--- src/rtl/clock_set_ctrl.sv ---
// Button-driven sequencer for the alarm clock core: owns the set-time and alarm
// digit registers, gates the core enable, strobes time loads and runs ring/snooze.
module clock_set_ctrl #(
    parameter int SNOOZE_MIN   = 5,
    parameter int RING_MAX_MIN = 10
) (
    input  logic       clk,
    input  logic       reset,
    input  logic       btn_mode,
    input  logic       btn_inc,
    input  logic       btn_snooze,
    input  logic       minute_tick,
    input  logic       alarm_hit,
    output logic [1:0] h1,
    output logic [4:0] h2,
    output logic [3:0] m1,
    output logic [4:0] m2,
    output logic [1:0] hA1,
    output logic [4:0] hA2,
    output logic [3:0] mA1,
    output logic [4:0] mA2,
    output logic       time_load,
    output logic       run_en,
    output logic       alarm_armed,
    output logic       alarm_on
);

    typedef enum logic [2:0] {RUN, SET_TH, SET_TM, SET_AH, SET_AM, RING, SNOOZE} state_t;

    state_t     state;
    logic [5:0] cnt;
    logic [1:0] th_t, ah_t;
    logic [3:0] th_u, tm_u, ah_u, am_u;
    logic [2:0] tm_t, am_t;

    // BCD 24 h hour step, packed {tens, units}
    function automatic logic [5:0] hr_inc(input logic [1:0] t, input logic [3:0] u);
        if (t == 2'd2 && u == 4'd3) return 6'd0;
        else if (u == 4'd9)         return {t + 2'd1, 4'd0};
        else                        return {t, u + 4'd1};
    endfunction

    // BCD minute step, wraps 59 -> 00 without carrying into the hour
    function automatic logic [6:0] mn_inc(input logic [2:0] t, input logic [3:0] u);
        if (t == 3'd5 && u == 4'd9) return 7'd0;
        else if (u == 4'd9)         return {t + 3'd1, 4'd0};
        else                        return {t, u + 4'd1};
    endfunction

    always_ff @(posedge clk) begin
        if (reset) begin
            state       <= RUN;
            cnt         <= '0;
            th_t        <= '0;
            th_u        <= '0;
            tm_t        <= '0;
            tm_u        <= '0;
            ah_t        <= '0;
            ah_u        <= '0;
            am_t        <= '0;
            am_u        <= '0;
            alarm_armed <= 1'b0;
            time_load   <= 1'b0;
            run_en      <= 1'b1;
            alarm_on    <= 1'b0;
        end else begin
            time_load <= 1'b0;
            case (state)
                RUN: begin
                    if (btn_mode) begin
                        state  <= SET_TH;
                        run_en <= 1'b0;
                    end else if (btn_snooze) begin
                        alarm_armed <= ~alarm_armed;
                    end else if (alarm_hit && alarm_armed) begin
                        state    <= RING;
                        cnt      <= '0;
                        alarm_on <= 1'b1;
                    end
                end
                SET_TH: begin
                    if (btn_mode)     state <= SET_TM;
                    else if (btn_inc) {th_t, th_u} <= hr_inc(th_t, th_u);
                end
                SET_TM: begin
                    if (btn_mode) begin
                        state     <= SET_AH;
                        run_en    <= 1'b1;
                        time_load <= 1'b1;
                    end else if (btn_inc) begin
                        {tm_t, tm_u} <= mn_inc(tm_t, tm_u);
                    end
                end
                SET_AH: begin
                    if (btn_mode)     state <= SET_AM;
                    else if (btn_inc) {ah_t, ah_u} <= hr_inc(ah_t, ah_u);
                end
                SET_AM: begin
                    if (btn_mode)     state <= RUN;
                    else if (btn_inc) {am_t, am_u} <= mn_inc(am_t, am_u);
                end
                RING: begin
                    if (btn_mode) begin
                        state    <= RUN;
                        alarm_on <= 1'b0;
                    end else if (btn_snooze) begin
                        state    <= SNOOZE;
                        cnt      <= 6'(SNOOZE_MIN);
                        alarm_on <= 1'b0;
                    end else if (minute_tick) begin
                        cnt <= cnt + 6'd1;
                        if (cnt + 6'd1 == 6'(RING_MAX_MIN)) begin
                            state    <= RUN;
                            alarm_on <= 1'b0;
                        end
                    end
                end
                SNOOZE: begin
                    if (btn_mode) begin
                        state <= RUN;
                    end else if (minute_tick) begin
                        if (cnt <= 6'd1) begin
                            state    <= RING;
                            cnt      <= '0;
                            alarm_on <= 1'b1;
                        end else begin
                            cnt <= cnt - 6'd1;
                        end
                    end
                end
                default: begin
                    state    <= RUN;
                    run_en   <= 1'b1;
                    alarm_on <= 1'b0;
                end
            endcase
        end
    end

    assign h1  = th_t;
    assign h2  = {1'b0, th_u};
    assign m1  = {1'b0, tm_t};
    assign m2  = {1'b0, tm_u};
    assign hA1 = ah_t;
    assign hA2 = {1'b0, ah_u};
    assign mA1 = {1'b0, am_t};
    assign mA2 = {1'b0, am_u};

endmodule

--- config.mk ---
export PLATFORM = sky130hd
export DESIGN_NAME = clock_set_ctrl
export DESIGN_NICKNAME = d
export VERILOG_FILES = /design/src/rtl/clock_set_ctrl.sv
export SDC_FILE = /design/constraint.sdc
export NUM_CORES = 1
export LEC_CHECK = 0
export BUFFER_PORTS_ARGS = -buffer_cell sky130_fd_sc_hd__buf_2
export CORE_MARGIN = 8
export CORE_UTILIZATION = 30
export DETAILED_ROUTE_END_ITERATION = 6
export PLACE_DENSITY_LB_ADDON = 0.15
export REMOVE_ABC_BUFFERS = 1
export SYNTH_ARGS = -nofsm -noshare
export SYNTH_HDL_FRONTEND = slang
export SYNTH_SLANG_ARGS = --single-unit
--- constraint.sdc ---
create_clock -name clk -period 1.8 [get_ports clk]
set_input_delay 0.09 -clock clk [delete_from_list [all_inputs] [get_ports clk]]
set_output_delay 0.09 -clock clk [all_outputs]
set_load 0.005 [all_outputs]
* Word-level counts from Yosys, hierarchy flattened
Index checks and enable logic that the tools add are counted.
** Word-level totals
- Register bits :: 39
- Logic and storage cells :: 141
- Output and inout port bits :: 36
** Cells by class
- Order comparisons :: 1
- Add/sub/neg operators :: 10
- Reduce and logical (&&, ||, !) cells :: 27
- Mux-type cells :: 48
- Eq/ne operators :: 36
- Bitwise logic cells :: 5
** Operators by type and width (count)
- 6-bit two-way mux :: 13
- 3-bit two-way mux :: 14
- 7-bit two-way mux :: 4
- 2-bit != test, second input constant :: 12
- 3-bit one-hot mux with 7 select lines :: 1
- 6-bit one-hot mux with 3 select lines :: 1
- 3-bit AND reduction :: 6
- 4-bit by 1-bit adder with 4-bit output, second input constant :: 4
- 4-bit == test, second input constant :: 4
- 4-bit AND reduction :: 4
- 3-bit == test, second input constant :: 5
- 3-bit != test, second input constant :: 5
- 1-bit two-way mux :: 13
- 10-bit AND reduction :: 1
- 9-bit AND reduction :: 1
- 4-bit by 2-bit == test with 1-bit output, second input constant :: 2
- 4-bit != test, second input constant :: 2
- 8-bit AND reduction :: 1
- 2-bit nonzero test :: 4
- 3-bit by 1-bit adder with 3-bit output, second input constant :: 2
- 6-bit by 1-bit adder with 6-bit output, second input constant :: 1
- 3-bit by 2-bit == test with 1-bit output, second input constant :: 2
- 6-bit by 4-bit == test with 1-bit output, second input constant :: 1
- 6-bit by 1-bit <= comparator with 1-bit output, second input constant :: 1
- 13 further kinds :: 23

* Longest topological paths before layout
Gate-level depths: netlist of the first run.
- Depth after elaboration :: 7
- Depth in mapped cells :: 8
- Depth with buffers taken out :: 7

* Least setup slack after synthesis of the first run
No wires, ideal clock.
- Path type :: reg2reg
- From :: register cnt[2]
- To :: register state[1]
- Data arrival time :: 1.865 ns
- Cell stages (with the launch flop) :: 7
- Buffers on the path :: 1
- Required time :: 1.728 ns
- Path slack :: -0.137 ns
- Path through :: dfxtp_1 buf_6 or3_4 or4_4 a211oi_2 a21o_2 mux2i_1
** On the way
- Word-level cells in the longest chain between the ends :: 4
** Ends and longest elaborated chain
- start: declaration :: RTL line 31 : logic [5:0] cnt;
- start signal: assignment :: RTL line 108 : cnt <= 6'(SNOOZE_MIN);
- start signal: assignment :: RTL line 111 : cnt <= cnt + 6'd1;
- start signal: assignment :: RTL line 127 : cnt <= cnt - 6'd1;
- 6-bit by 1-bit adder with 6-bit output :: RTL line 112 : if (cnt + 6'd1 == 6'(RING_MAX_MIN)) begin
- 6-bit by 4-bit == test with 1-bit output :: RTL line 112
- 4-bit != test (no line)
- 10-bit AND reduction (no line) *
- end signal: assignment :: RTL line 113 : state <= RUN;
- end signal: assignment :: RTL line 120 : state <= RUN;
- end signal: assignment :: RTL line 123 : state <= RING;
- end: declaration :: RTL line 30 : state_t state;
Mark *: on every way between the ends. The rest lies on a longest branch, timed or not.
A chain may end at the register's enable or synchronous reset.

* Final worst setup path of the first run
Ends and elaborated chain as after synthesis.

==> qor.yml, run 1 <==
detailed_routing:
  wl_per_cell_um: 13.2
  drtPass1Iterations: 4
  drc_errors: 0
  wirelength_met1_um: 3020
  wl_um: 6370
  top_layer: "met4"
  met3_length_um: 345
  vias: 2409
  met2_length_um: 2960
  vias_per_cell: 4.98
  detail-route-antenna-nets: 0
  drt_iter0_drc: 161
worst_setup_path:
  worstPathArrival_ns: 2.10
  path_max_fanout: 3
  startpoint_type: "flip-flop"
  startpoint: "cnt[2]"
  worstPathRequired_ns: 2.01
  end_kind: "flip-flop"
  path_class: "reg -> reg"
  r2r_start: "cnt[2]"
grt:
  antenna_found_initial: 0
  grt_overflow: 0
  grt_pass1_wl_um: 10900
  grt_use_total: 0.113
  grt_max_degree: 18
  grt_pass1_vias: 2274
sta:
  post-route-min-period_ns: 1.89
  grt_setup_unrepaired: "true"
  min_period_over_period: 1.05
  hold_viol: 0
  fin_ws_ns: -0.0890
  maxSlewViolCount: 0
  clock.fmax_ghz: 0.529
  setup_viol: 4
  finClkSkew_ns: 0.00653
cells_and_area:
  nets: 399
  design_area_um2: 3210
  fillCellCount: 857
  layout_common_cells: "45 x buf_4, 36 x buf_2, 33 x dfxtp_1"
  final_util: 0.395
  mostFrequentLayoutCell: "buf_4"
  multiInputGateArea_um2: 1610
  seq_area_um2: 788
  antenna_cells_inserted: 0
  syn2layout_area_growth_pct: 28.7
  drive_above_1_share: 0.306
power:
  ir_drop_v: 0.000291
  p_leak_uw: 0.00134
  power_density_nw_per_um2: 604
logic_synthesis:
  ys_top_cells_by_area: "dfxtp_1 31%, ha_1 7.0%, a21oi_1 5.0%"
  synth_cells: 310
  synth_cell_types: 60
  syn_avg_cell_area_um2: 8.05
  synth_area_leader_cell: "dfxtp_1"
  yosysTopAreaCellShare: 0.313
  syn_area_um2: 2490
  synth-edff-count: 0
  ys.flop_type: "dfxtp_1"
  synth_warnings: 0
  ys_seq_area_frac: 0.313
  ys_ff_latch: 39
  async_reset_ff_frac: 0
clocking:
  clk_pin_slew_ns: 0.08
  numCtsBuffers: 5
  cts_hold_buf: 0
  cts_buffer_depth: 2
  cts_tree: "done"
  clkLatencyLatePin_ns: 0.29
  cts_sinks: 39
  htreeDepth: 2
  clock-root-buffer: "clkbuf_8"
min_path:
  hp-start: "btn_mode"
  worstHoldPathType: "in -> reg"
die:
  rows: 33
  initial_core_util: 0.307
  pin_count: 43
  core_um2: 8130
  die-area_um2: 11500
  fp.dieW_um: 107
  die_h_um: 107
outcome:
  violations: "negative setup slack"
  status: "finished with violations"
place:
  port_buffers: 36
  placedInstanceArea_um2: 3010
  hpwl_um: 4840
  gp_congestion: 0.794
flow_run:
  cap_violations: 0
-- worst max-delay path, stage by stage (launching register included) --
cell and delay (ns):
dfxtp_2 0.32, or3_4 0.40, or4_4 0.50, a211oi_2 0.23, a21o_2 0.19, mux2i_1 0.18
-- Yosys cell counts, types with 2 or more instances --
master,instances
nand2b_1,4
dfxtp_1,39
nand4_1,4
o41ai_1,2
a211oi_1,4
buf_2,4
nand2_1,17
nand3b_1,6
inv_1,17
a21oi_1,25
xor2_1,8
clkbuf_1,13
o2111ai_1,2
nor4_1,2
nand3_1,8
nor3_1,13
ha_1,14
o31ai_1,3
xnor2_1,5
a2111oi_0,3
nor3b_1,5
o21bai_1,4
nor2b_1,11
and2_1,2
nor2_1,29
and3_1,3
o21ai_0,17
buf_4,6
mux2i_1,9
-- registers in the layout, indices dropped and copies added, names as in the netlist --
signal,flops
am_u,4
tm_t,3
th_u,4
hA1,2
cnt,6
time_load,1
ah_u,4
alarm_armed,1
am_t,3
h1,2
alarm_on,1
state,3
tm_u,4
run_en,1
-- metrics by stage --
stage               setup WS (ns)  std cells  setup TNS, ns  hold WS, ns  power, µW
finish                    -0.0890        484         -0.216        0.169       1940
global route               -0.140        484         -0.751        0.190       2060
CTS                       -0.0784        483         -0.221        0.142       1960
detailed placement         -0.140        473         -0.514        0.460       1270
global placement           -0.126        473         -0.384        0.464       1270
floorplan                  -0.110        290         -0.897        0.159       1090
-- where the power goes --
part | internal (µW) | switching, µW | leakage, µW
Sequential | 887 | 33.2 | 0.000318
Combinational | 168 | 187 | 0.000973
Clock | 349 | 316 | 0.0000505
Total | 1400 | 536 | 0.00134
-- layer usage --
layer | vias up | GRT usage
met2 | 46 | 0.182
li1 | 1225 | -
met5 | - | 0
met4 | 0 | 0.0302
met3 | 2 | 0.0252
met1 | 1136 | 0.148
-- layout make-up --
cell class	instances	area share
Inverter	17	0.0199
Timing Repair Buffer	81	0.161
Clock inverter	1	0.00234
Tap cell	105	0.0409
Multi-Input combinational cell	234	0.500
Clock buffer	7	0.0300
Sequential cell	39	0.245
-- cell families (layout without fill, tap and decap cells) --
logic type	after synthesis	in the layout	share of synthesized area
xor gates and xnor gates	13	13	0.0456
muxes	10	10	0.0406
other	1	6	0.00150
buffers and inverters	42	106	0.0772
adders and majority gates	14	14	0.0702
and+or+nand+nor	116	116	0.254
DFF	39	39	0.313
AOI/OAI and AO/OA	75	75	0.198
-- timing repair --
item                                    4_1_cts  5_1_grt
pin swaps                                     3        1
gates resized for setup                       5       17
setup buffers                                 2        1
endpoints found under the setup margin       11       24
cloned                                        0        0
-- worst paths after layout --
path | to | slack, ns | cells past startpoint
max | state[1] | -0.09 | 5
min reg2reg | am_t[2] | 0.52 | 2
min | time_load | 0.17 | 3
max reg2reg | state[1] | -0.09 | 5
Note: power is estimated with default switching activity, not from simulation.
==> inputs of run 2 (changes only) <==
==> constraint.sdc (replaced) <==
create_clock -name clk -period 1.8 [get_ports clk]
set_input_delay 0.18 -clock clk [delete_from_list [all_inputs] [get_ports clk]]
set_output_delay 0.18 -clock clk [all_outputs]
set_load 0.005 [all_outputs]
==> qor.yml, run 2 (same netlist as run 1, synthesis figures left out) <==
flow_run:
  cap_violations: 0  # unchanged
worst_setup_path:
  startpoint: "cnt[2]"
  end_kind: "flip-flop"
  path_cells: "or3_4 -> or4_4 -> a211oi_4 -> a21o_2 -> mux2i_1"
  slowest_stage: "or4_4"
  path_class: "reg -> reg"
  worstPathRequired_ns: 2.03  # +0.02 ns
  crit_family: "simple AND/OR/NAND/NOR gates"
  worstPathArrival_ns: 2.16  # +0.06 ns
  startpoint_type: "flip-flop"
  path_max_fanout: 3  # unchanged
  path_buf_inv: 0  # unchanged
  slowest_delay_ns: 0.52  # +0.02 ns
  r2r_start: "cnt[2]"
clocking:
  clock-root-buffer: "clkbuf_8"
  numCtsBuffers: 5  # unchanged
  cts_sinks: 39  # unchanged
  clk_pin_slew_ns: 0.08  # about the same
  clkLatencyLatePin_ns: 0.30  # about the same
  htreeDepth: 2  # unchanged
  cts_buffer_depth: 2  # unchanged
  cts_tree: "done"
  cts_hold_buf: 0  # unchanged
cells_and_area:
  antenna_cells_inserted: 0  # unchanged
  design_area_um2: 3200  # -0.23%
  layout_common_cells: "43 x buf_4, 36 x buf_2, 35 x dfxtp_1"
  nets: 399  # unchanged
  regMostFlops: "cnt"
  final_util: 0.394  # -0.000923
  drive_above_1_share: 0.298  # -0.00792
  mostFrequentLayoutCell: "buf_4"
  fillCellCount: 860  # +0.35%
  syn2layout_area_growth_pct: 28.4
  final_cells: 484  # unchanged
  largest_reg_flops: 6  # unchanged
grt:
  antenna_found_initial: 0  # unchanged
  grt_overflow: 0  # unchanged
  grt_max_degree: 18  # unchanged
  grt_pass1_vias: 2258  # -0.70%
  grt_use_total: 0.116  # +0.00249
  grt_pass1_wl_um: 11000  # +0.58%
min_path:
  worstHoldPathType: "in -> reg"
  hp-start: "btn_mode"
detailed_routing:
  drc_errors: 0  # unchanged
  wl_um: 6570  # +3.1%
  vias: 2386  # -0.95%
  detail-route-antenna-nets: 0  # unchanged
  vias_per_cell: 4.93  # -0.95%
  wl_per_cell_um: 13.6  # +3.1%
  drtPass1Iterations: 4  # unchanged
  drt_iter0_drc: 91  # -43%
sta:
  clock.fmax_ghz: 0.518  # -2.1%
  maxSlewViolCount: 0  # unchanged
  whs_ns: 0.235  # +0.0665 ns
  grt_setup_unrepaired: "true"
  hold_viol: 0  # unchanged
  fin_ws_ns: -0.130  # -0.0414 ns
  min_period_over_period: 1.07  # +0.0230
  finClkSkew_ns: 0.00842  # +0.00189 ns
  setup_tns_ns: -0.393  # -0.177 ns
  setup_viol: 5  # +1
  post-route-min-period_ns: 1.93  # +0.0414 ns
place:
  hpwl_um: 4900  # +1.3%
  gp_congestion: 0.786  # -0.99%
  placedInstanceArea_um2: 3010  # unchanged
  port_buffers: 36  # unchanged
  place_inst: 473  # unchanged
power:
  power_density_nw_per_um2: 586  # -3.0%
  ir_drop_v: 0.000280  # -3.8%
  p_leak_uw: 0.00133  # -1.1%
die:
  rows: 33  # unchanged
  pin_count: 43  # unchanged
  die-area_um2: 11500  # unchanged
  core_um2: 8130  # unchanged
  fp.dieW_um: 107  # unchanged
  initial_core_util: 0.307  # unchanged
  die_h_um: 107  # unchanged
outcome:
  status: "finished with violations"
  violations: "negative setup slack"
==> run 2: area by class of cell <==
| type | instances | area [µm²] | share of cell area |
|---|---|---|---|
| clock buffer | 6 | 72.6 | 0.0226 |
| tap | 105 | 131 | 0.0410 |
| inverter | 17 | 63.8 | 0.0199 |
| clock inverter | 2 | 12.5 | 0.00390 |
| timing repair buffer | 81 | 526 | 0.164 |
| multi-input combinational | 234 | 1610 | 0.503 |
| sequential | 39 | 788 | 0.246 |
==> run 2: where the power goes <==
group / internal (µW) / total [µW] / switching [µW]
sequential: 884 / 912 / 27.4
clock: 271 / 602 / 331
combinational: 168 / 364 / 195
total: 1320 / 1880 / 554
==> run 2: worst paths after layout <==
| path | slack, ns | end | cells past startpoint |
|---|---|---|---|
| setup / recovery | -0.13 | state[1] | 5 |
| hold / removal | 0.24 | time_load | 3 |
| setup reg to reg | -0.13 | state[1] | 5 |
| hold reg to reg | 0.51 | h1[0] | 2 |
==> run 2: timing repair <==
item                                    CTS  global route
gates resized for setup                   9            12
cloned                                    0             0
buffers inserted                          2             1
endpoints found under the setup margin   10            21
pin swaps                                 3             1
==> run 2: per-layer routing <==
layer / track usage / up-vias / routed length, µm
li1: - / 1222 / -
met2: 0.183 / 49 / 2970
met1: 0.148 / 1105 / 3130
met5: 0 / - / 0
met4: 0.0422 / 0 / 117
met3: 0.0288 / 10 / 346
==> run 2: per-stage QoR <==
stage | total power, µW | setup slack (ns)
finish | 1880 | -0.130
global route | 1990 | -0.188
floorplan | 1090 | -0.110
CTS | 1890 | -0.0850
detailed placement | 1270 | -0.0756
global placement | 1280 | -0.132
==> run 2: worst register-to-register path, stage by stage, from the launching register on <==
cell	delay, ns
dfxtp_2	0.32
or3_4	0.38
or4_4	0.52
a211oi_4	0.26
a21o_2	0.20
mux2i_1	0.18
